**config.mk**
```make
export PLATFORM = sky130hd
export DESIGN_NAME = tow_referee
export DESIGN_NICKNAME = d
export VERILOG_FILES = /design/src/rtl/tow_referee.sv
export SDC_FILE = /design/constraint.sdc
export NUM_CORES = 1
export LEC_CHECK = 0
export CORE_MARGIN = 2
export CORE_UTILIZATION = 52
export DETAILED_ROUTE_END_ITERATION = 12
export GPL_TIMING_DRIVEN = 0
export PLACE_DENSITY_LB_ADDON = 0.1
export SYNTH_ARGS = -nofsm -noshare
export SYNTH_HDL_FRONTEND = slang
export SYNTH_SLANG_ARGS = --single-unit
```
**constraint.sdc**
```tcl
create_clock -name clk -period 2.6 [get_ports clk]
set_clock_uncertainty 0.2 [all_clocks]
set_input_delay 0.52 -clock clk [delete_from_list [all_inputs] [get_ports clk]]
set_output_delay 0.52 -clock clk [all_outputs]
set_load 0.05 [all_outputs]
```
**src/rtl/tow_referee.sv**
```systemverilog
// Tug of War match controller: arbitrates player presses into score-counter
// increments, sequences rounds, counts rounds won and declares the match winner.
module tow_referee #(
    parameter int ROUNDS_TO_WIN = 3,
    parameter int HOLD_CYCLES   = 8,
    localparam int CW           = $clog2(ROUNDS_TO_WIN + 1)
) (
    input  logic          clk,
    input  logic          reset,
    input  logic          p1_press,
    input  logic          p2_press,
    input  logic          win1,
    input  logic          win2,
    output logic          inc1,
    output logic          inc2,
    output logic          clear,
    output logic          hold,
    output logic [CW-1:0] rounds1,
    output logic [CW-1:0] rounds2,
    output logic          match_over,
    output logic          match_winner
);

    typedef enum logic [2:0] {
        S_START      = 3'd0,
        S_CLEAR      = 3'd1,
        S_PLAY       = 3'd2,
        S_ROUND_END  = 3'd3,
        S_MATCH_OVER = 3'd4
    } state_t;

    localparam logic [CW-1:0] RTW_C     = CW'(ROUNDS_TO_WIN);
    localparam logic [7:0]    HOLD_LOAD = 8'(HOLD_CYCLES - 1);

    state_t        state_q, state_d;
    logic          pend1_q, pend1_d;
    logic          pend2_q, pend2_d;
    logic          last_grant_q, last_grant_d;   // 0 = player 1, 1 = player 2
    logic [CW-1:0] rounds1_q, rounds1_d;
    logic [CW-1:0] rounds2_q, rounds2_d;
    logic          round_winner_q, round_winner_d;
    logic          match_winner_q, match_winner_d;
    logic [7:0]    hold_cnt_q, hold_cnt_d;
    logic          grant1_s, grant2_s;

    function automatic logic [CW-1:0] sat_inc(input logic [CW-1:0] v);
        if (v == RTW_C) begin
            sat_inc = v;
        end else begin
            sat_inc = v + CW'(1);
        end
    endfunction

    // Round-robin grant: the player not served last wins a tie
    always_comb begin
        grant1_s = 1'b0;
        grant2_s = 1'b0;
        if (state_q == S_PLAY) begin
            if (pend1_q && (!pend2_q || last_grant_q)) begin
                grant1_s = 1'b1;
            end else if (pend2_q) begin
                grant2_s = 1'b1;
            end else begin
                grant1_s = 1'b0;
            end
        end else begin
            grant2_s = 1'b0;
        end
    end

    // Next-state, pending-press, round bookkeeping
    always_comb begin
        state_d        = state_q;
        pend1_d        = 1'b0;
        pend2_d        = 1'b0;
        last_grant_d   = last_grant_q;
        rounds1_d      = rounds1_q;
        rounds2_d      = rounds2_q;
        round_winner_d = round_winner_q;
        match_winner_d = match_winner_q;
        hold_cnt_d     = hold_cnt_q;
        case (state_q)
            S_START: begin
                if (p1_press || p2_press) begin
                    state_d = S_CLEAR;
                end else begin
                    state_d = S_START;
                end
            end
            S_CLEAR: begin
                state_d = S_PLAY;
            end
            S_PLAY: begin
                if (grant1_s) begin
                    last_grant_d = 1'b0;
                end else if (grant2_s) begin
                    last_grant_d = 1'b1;
                end else begin
                    last_grant_d = last_grant_q;
                end
                // A win discards anything pending, including presses this cycle
                if (win1 || win2) begin
                    state_d    = S_ROUND_END;
                    hold_cnt_d = HOLD_LOAD;
                    if (win1 && !win2) begin
                        rounds1_d      = sat_inc(rounds1_q);
                        round_winner_d = 1'b0;
                    end else if (win2 && !win1) begin
                        rounds2_d      = sat_inc(rounds2_q);
                        round_winner_d = 1'b1;
                    end else begin
                        round_winner_d = round_winner_q;
                    end
                end else begin
                    pend1_d = (pend1_q && !grant1_s) || p1_press;
                    pend2_d = (pend2_q && !grant2_s) || p2_press;
                end
            end
            S_ROUND_END: begin
                if (hold_cnt_q == 8'd0) begin
                    if ((rounds1_q == RTW_C) || (rounds2_q == RTW_C)) begin
                        state_d        = S_MATCH_OVER;
                        match_winner_d = round_winner_q;
                    end else begin
                        state_d = S_CLEAR;
                    end
                end else begin
                    hold_cnt_d = hold_cnt_q - 8'd1;
                end
            end
            S_MATCH_OVER: begin
                state_d = S_MATCH_OVER;
            end
            default: begin
                state_d = S_START;
            end
        endcase
    end

    // State registers with synchronous reset
    always_ff @(posedge clk) begin
        if (reset) begin
            state_q        <= S_START;
            pend1_q        <= 1'b0;
            pend2_q        <= 1'b0;
            last_grant_q   <= 1'b1;
            rounds1_q      <= '0;
            rounds2_q      <= '0;
            round_winner_q <= 1'b0;
            match_winner_q <= 1'b0;
            hold_cnt_q     <= 8'd0;
        end else begin
            state_q        <= state_d;
            pend1_q        <= pend1_d;
            pend2_q        <= pend2_d;
            last_grant_q   <= last_grant_d;
            rounds1_q      <= rounds1_d;
            rounds2_q      <= rounds2_d;
            round_winner_q <= round_winner_d;
            match_winner_q <= match_winner_d;
            hold_cnt_q     <= hold_cnt_d;
        end
    end

    assign inc1         = grant1_s;
    assign inc2         = grant2_s;
    assign clear        = (state_q == S_CLEAR);
    assign hold         = (state_q != S_PLAY);
    assign match_over   = (state_q == S_MATCH_OVER);
    assign match_winner = match_winner_q;
    assign rounds1      = rounds1_q;
    assign rounds2      = rounds2_q;

endmodule

```
* Word-level counts from Yosys, hierarchy flattened
Cells that the tools add are included. W data, S select, Z words.
Word-level totals: bits in registers 20, bits of input ports 6, output and inout port bits 10, logic and storage cells 72
Operators by class: add/subtract/negate cells 3, eq/ne operators 10, mux-type cells 17, bitwise operators 4, reduce and logical (&&, ||, !) cells 29
Operators with widths (count):
- $mux W8 | 2
- $pmux W8 S2 | 1
- $pmux W3 S5 | 1
- $mux W1 | 10
- $mux W3 | 3
- $reduce_and A3 Y1 | 3
- $logic_not A8 Y1 | 1
- $sub A8 B1 Y8 const B | 1
- $eq A3 B2 Y1 const B | 2
- $logic_or A1 B1 Y1 | 6
- $reduce_bool A2 Y1 | 3
- $logic_and A1 B1 Y1 | 5
- $logic_not A1 Y1 | 5
- $reduce_and A5 Y1 | 1
- $add A2 B1 Y2 const B | 2
- $eq A2 B2 Y1 const B | 2
- $ne A2 B2 Y1 const B | 2
- $not A1 Y1 | 4
- $reduce_and A2 Y1 | 2
- $reduce_and A4 Y1 | 1
- $eq A3 B1 Y1 const B | 1
- $eq A3 B3 Y1 const B | 1
- $logic_not A3 Y1 | 1
- $ne A3 B2 Y1 const B | 1
- other kinds (2) | 2

* Depth between registers and ports, before layout
Gate-level depths: netlist of the first run.
depth after elaboration 8, mapped depth 6, depth with buffers taken out 6

* Worst setup path after synthesis of the first run
Ideal clock, no wire load.
path type register to output, from register state_q[1], to output port inc1, data arrival time 1.990 ns, data required time 1.880 ns, setup slack -0.110 ns, stages on the path, launching flop included 5, path buffers 1, cells stage by stage dfxtp_1 buf_2 nor3b_1 inv_1 nor2_1
Between the ends: longest elaborated chain between the ends 2
Ends and longest elaborated chain:
- start, declared | RTL line 35 | state_t state_q, state_d;
- start signal, assigned | RTL line 153 | state_q <= state_d;
- $eq A3 B2 Y1 | RTL line 58 | if (state_q == S_PLAY) begin
- $mux W1 | RTL line 58
- end, declared | RTL line 14 | output logic inc1,
No other way between the ends.

* Worst setup path in the final report of the first run
from register state_q[2], to output port match_over
Between the ends: longest elaborated chain between the ends 1
Ends and longest elaborated chain:
- $eq A3 B3 Y1 | RTL line 169 | assign match_over = (state_q == S_MATCH_OVER);
- end, declared | RTL line 20 | output logic match_over,
No other way between the ends.

==> results.toml, run 1 <==
[layout]
fin_nets = 153
area_growth_pct = 21.63
final_cell_area_um2 = 1287
antenna_cells = 0
layout-drive-gt1-share_pct = 12.23

[synth]
synth-edff-count = 0
synth-main-ff-cell = "dfxtp_1"
yosysUniqueCellTypes = 39
syn_inst = 121
synthTopCellsByArea = "dfxtp_1, ha_1, nor2_1"
yosysWarnings = 0
ys_seq_elements = 20
synthesis.area_um2 = 1059
synth-async-reset-ratio_pct = 0
synth.avg_cell_area_um2 = 8.748
synth_area_leader_cell = "dfxtp_1"
syn_nets = 134
yosysSeqAreaShare_pct = 37.83
yosys.area.top_type_share_pct = 37.83

[detailed_routing]
via_per_inst = 5.633
drt_iter0_markers = 10
wl_per_cell_um = 12.87
routed_wl_um = 2136
drc = 0
antenna_left = 0
first_pass_iters = 4
num_vias = 935

[setup_path]
rrSetupSlack_ns = 0.46
timing.rr.start = "hold_cnt_q[0]"
path_class = "flop to primary output"
crit_start = "state_q[2]"
cp-end-kind = "primary output"
critPathLaunchType = "flop"
worstPathRequired_ns = 1.88
r2r_end = "hold_cnt_q[7]"
worstPathArrival_ns = 1.75
endpoint = "match_over"
crit_fanout = 9
r2r_cells = 6

[timing]
hold_viol = 0
min_period_ns = 2.469
final.period_utilization_pct = 94.96
rsz0062_at_grt = "false"
tns_ns = 0
worst_slew_pin_slew_ns = 0.5718
fmax_mhz = 405.0
setup_violations = 0
drv_slew = 0
slew_headroom_pct = 61.53

[clock_network]
cts_buffers = 3
cts-root-buf = "clkbuf_4"
path_clk_slew_ns = 0.11
clockBufferDepth = 2
ctsHoldBuffers = 0
cts_tree = "built"
cts-htree-levels = 1
clk_latency_ns = 0.31
cts_sinks = 20

[pwr]
ir_worst_vdd_v = 0.0004807
p_total_mw = 0.8526
power_density_nw_per_um2 = 662.2
leakagePower_nw = 0.5087

[global_route]
grt_pass1_vias = 855
grt_max_degree = 12
grt_use_total_pct = 19.78
grt_pass1_wl_um = 3691
antenna_found_initial = 0
grt_overflow = 0

[placement]
io_buffers = 14
gp_congestion = 0.8378
hpwl_um = 1525
place_area_um2 = 1235

[die]
die_area_um2 = 2412
die_x_um = 49.12
core_area_um2 = 1942
initial_utilization_pct = 54.51
rows = 16
io_pins = 16
die_y_um = 49.12

[flow_run]
drv_cap = 0

[hold_path]
hold_path.class = "flop to flop"

[run_status]
outcome = "finished clean"
## cells in the mapped netlist, types with 2 or more instances
cell type / count
a211oi_1: 3
a21oi_1: 10
a31oi_1: 4
and3_1: 2
clkbuf_1: 2
dfxtp_1: 20
ha_1: 7
inv_1: 9
mux2i_1: 2
nand2b_1: 2
nand3_1: 2
nand3b_1: 3
nor2_1: 14
nor2b_1: 2
nor3_1: 4
nor4_1: 2
o21ai_0: 2
o31ai_1: 3
or2_2: 2
or3_1: 4
or4_1: 3
xor2_1: 2
## worst min path at each step
stage	start	endpoint	slack, ns	cells past startpoint
floorplan	round_winner_q	match_winner	0.24	2
global placement	round_winner_q	match_winner	0.27	2
detailed placement	round_winner_q	match_winner	0.27	2
CTS	round_winner_q	match_winner	0.29	2
global route	round_winner_q	match_winner	0.31	2
finish	round_winner_q	match_winner	0.29	2
## report_power, final
part	internal (mW)	leakage, nW	switching, mW	total (mW)
Combinational	0.118	0.325	0.173	0.291
Clock	0.0856	0.0210	0.0999	0.185
Sequential	0.339	0.163	0.0375	0.376
Total	0.543	0.509	0.310	0.853
## metal layers
layer | vias to the layer above | share of wire, % | GRT usage, %
met3 | 5 | 2.6 | 2.761
met1 | 429 | 51 | 26.60
met5 | - | 0 | 0
met4 | 0 | 2.2 | 10.00
li1 | 483 | - | -
met2 | 18 | 44 | 30.86
## what timing repair did
item	CTS	global route
buffers inserted	0	0
endpoints found under the setup margin	5	6
pin swaps	0	1
gates resized for setup	10	6
## sequential cells by signal, indices dropped and copies added, names as in the netlist
signal          flops
pend2_q             1
match_winner        1
pend1_q             1
rounds2             2
rounds1             2
last_grant_q        1
round_winner_q      1
hold_cnt_q          8
state_q             3
## per-stage QoR
| stage | hold slack (ns) | setup slack (ns) | cells | utilization, % |
|---|---|---|---|---|
| finish | 0.2863 | 0.1310 | 166 | 66.30 |
| global route | 0.3110 | 0.01519 | 166 | 66.30 |
| CTS | 0.2913 | 0.05771 | 166 | 65.66 |
| detailed placement | 0.2693 | -0.2476 | 162 | 63.60 |
| global placement | 0.2708 | -0.2315 | 162 | 63.60 |
| floorplan | 0.2432 | 0.1036 | 121 | - |
## critical path: stages (launching register included)
cell           delay, ns
dfxtp_1             0.32
clkbuf_1            0.36
and2_1              0.22
dlygate4sd2_1       0.53
## cell type report
class	count	area, um^2
fillers	189	654.4
plain buffers	4	16.27
repair buffers	14	132.6
flip-flops and latches	20	400.4
multi-input cells	88	634.4
inverters	9	33.78
well taps	27	33.78
clock buffers	4	36.28
## logic make-up after synthesis
kind of cell / Yosys count / share of synthesized area [%]
adders and majority gates: 7 / 8.274
and+or+nand+nor: 48 / 27.19
buffers and inverters: 13 / 4.727
DFF: 20 / 37.82
muxes: 2 / 1.891
xor gates and xnor gates: 2 / 1.655
AOI/OAI and AO/OA: 29 / 18.44
## placed cells by master (no fill, tap or decap), types with 2 or more instances in the layout
master	synthesis	routed
dfxtp_1	20	20
or2_2	2	2
nor4_1	2	2
clkbuf_4	0	3
nor3_1	4	4
xor2_1	2	2
nor2b_1	2	2
o31ai_1	3	3
or3_1	4	4
a31oi_1	4	4
nor2_1	14	13
o21ai_0	2	2
and3_1	2	2
buf_2	1	2
dlygate4sd2_1	0	3
inv_1	9	9
nand2b_1	2	2
clkdlybuf4s50_1	0	9
clkbuf_1	2	2
nand3b_1	3	3
or4_1	3	3
a21oi_1	10	10
nand3_1	2	2
a211oi_1	3	3
ha_1	7	6
mux2i_1	2	2
Note: power is estimated with default switching activity, not from simulation.
==> inputs of run 2 (changes only) <==
==> constraint.sdc (replaced) <==
create_clock -name clk -period 2.5 [get_ports clk]
set_clock_uncertainty 0.2 [all_clocks]
set_input_delay 0.5 -clock clk [delete_from_list [all_inputs] [get_ports clk]]
set_output_delay 0.5 -clock clk [all_outputs]
set_load 0.05 [all_outputs]
==> run 2 against run 1 <==
  * Hold slack about the same
  * Sequential share of layout area fell by 0.12 points
  * Register-to-register slack lost 0.09 ns
  * Largest cell class unchanged
  * Largest power group unchanged
==> results.toml, run 2 (synthesis gave the netlist of run 1 again) <==
[pwr]
leakagePower_nw = 0.5308
power.switching_mw = 0.3212
comb_power_share_pct = 34.9
power_density_nw_per_um2 = 690.2
p_sw_share_pct = 36.01
p_clk_share_pct = 21.4
p_total_mw = 0.8921
internal_power_mw = 0.5709
ir_worst_vdd_v = 0.0005106
p_seq_share_pct = 43.7

[layout]
final_common_cell = "dfxtp_1"
top_register = "hold_cnt_q"
fin_nets = 156
nFillCells = 183
reg.largest.list = "hold_cnt_q: 8 flops, state_q: 3 flops"
final_cells = 169
final_cell_mix = "dfxtp_1, nor2_1, a21oi_1"
multiInputGateArea_um2 = 623.1
area_growth_pct = 22.10
largest_reg_flops = 8
antenna_cells = 0
regArea_um2 = 400.4
layout-drive-gt1-share_pct = 14.08

[detailed_routing]
routed_wl_um = 2121
m1WireLength_um = 1063
top_layer = "met4"
drt_iter0_markers = 5
wl_per_cell_um = 12.55
antenna_left = 0
num_vias = 938
first_pass_iters = 2
dr_wl_met2_um = 959
via_per_inst = 5.550
drc = 0
dr_wl_met3_um = 55

[clock_network]
clockBufferDepth = 2
cts-htree-levels = 1
ctsHoldBuffers = 0
cts_tree = "built"
path_clk_slew_ns = 0.11
clk_latency_ns = 0.31
cts-root-buf = "clkbuf_4"
cts_buffers = 3
cts_sinks = 20

[timing]
setup_violations = 0
hold_viol = 0
drv_slew = 0
final.period_utilization_pct = 97.88
slew_headroom_pct = 53.83
worst_slew_pin_slew_ns = 0.6907
fmax_mhz = 408.7
holdWs_ns = 0.2865
setup_slack_ns = 0.05293
min_period_ns = 2.447
rsz0062_at_grt = "true"

[die]
io_pins = 16
die_x_um = 49.12
die_y_um = 49.12
core_area_um2 = 1942
initial_utilization_pct = 54.51
rows = 16
die_area_um2 = 2412

[global_route]
grt_use_total_pct = 19.84
antenna_found_initial = 0
grt_pass1_wl_um = 3705
grt_max_degree = 12
grt_overflow = 0
grt_pass1_vias = 857

[hold_path]
hold_path.class = "flop to flop"

[placement]
gp_congestion = 0.8378
io_buffers = 14
hpwl_um = 1525
dp_slack_ns = -0.3276
dp_cells = 162

[run_status]
outcome = "finished clean"

[flow_run]
drv_cap = 0

[setup_path]
worstPathArrival_ns = 2.50
cp-end-kind = "flop"
worstPathRequired_ns = 2.55
critPathLaunchType = "input pin"
crit_fanout = 5
path_class = "input pin to flop"
run 2: worst paths after layout:
path | start | endpoint | slack (ns) | cells past startpoint
worst max-delay path | win2 | hold_cnt_q[6] | 0.05 | 8
worst min-delay path | round_winner_q | match_winner | 0.29 | 2
worst max register to register | hold_cnt_q[0] | hold_cnt_q[6] | 0.37 | 7
worst min register to register | round_winner_q | match_winner | 0.29 | 2
run 2: layout make-up:
type	instances	area share, %
buffer	4	1.258
clock buffer	4	2.807
timing repair buffer	17	11.52
tap	27	2.614
sequential	20	30.98
inverter	9	2.614
multi-input combinational	88	48.21
run 2: power groups by stage:
stage	clock [mW]	sequential (mW)	combinational, mW
global route	0.206	0.398	0.349
finish	0.191	0.390	0.312
global placement	0	0.394	0.288
CTS	0.196	0.389	0.299
detailed placement	0	0.395	0.297
floorplan	0	0.393	0.226
run 2: worst max-delay path, cell delays in order:
cell and delay (ns):
clkdlybuf4s50_1 0.48, inv_1 0.08, ha_1 0.23, nor2b_1 0.17, a211o_2 0.35, buf_4 0.15
or4_1 0.39, a21oi_1 0.14
run 2: through the flow:
stage | util, % | setup TNS [ns] | instance area [um^2]
global route | 66.56 | -0.04899 | 1292
finish | 66.56 | 0 | 1292
global placement | 63.60 | -2.019 | 1235
floorplan | - | 0 | 1061
CTS | 65.98 | 0 | 1281
detailed placement | 63.60 | -2.540 | 1235
run 2: metal layers:
metal,vias to the layer above,track usage (%)
met5,-,0
met4,0,10.00
met3,6,2.761
met2,14,30.86
met1,429,26.80
li1,489,-
run 2: what timing repair did:
item                       in CTS  in global routing
setup endpoints to repair       6                  7
buffers inserted                0                  3
gates resized for setup        11                  9
pin swaps                       1                  1
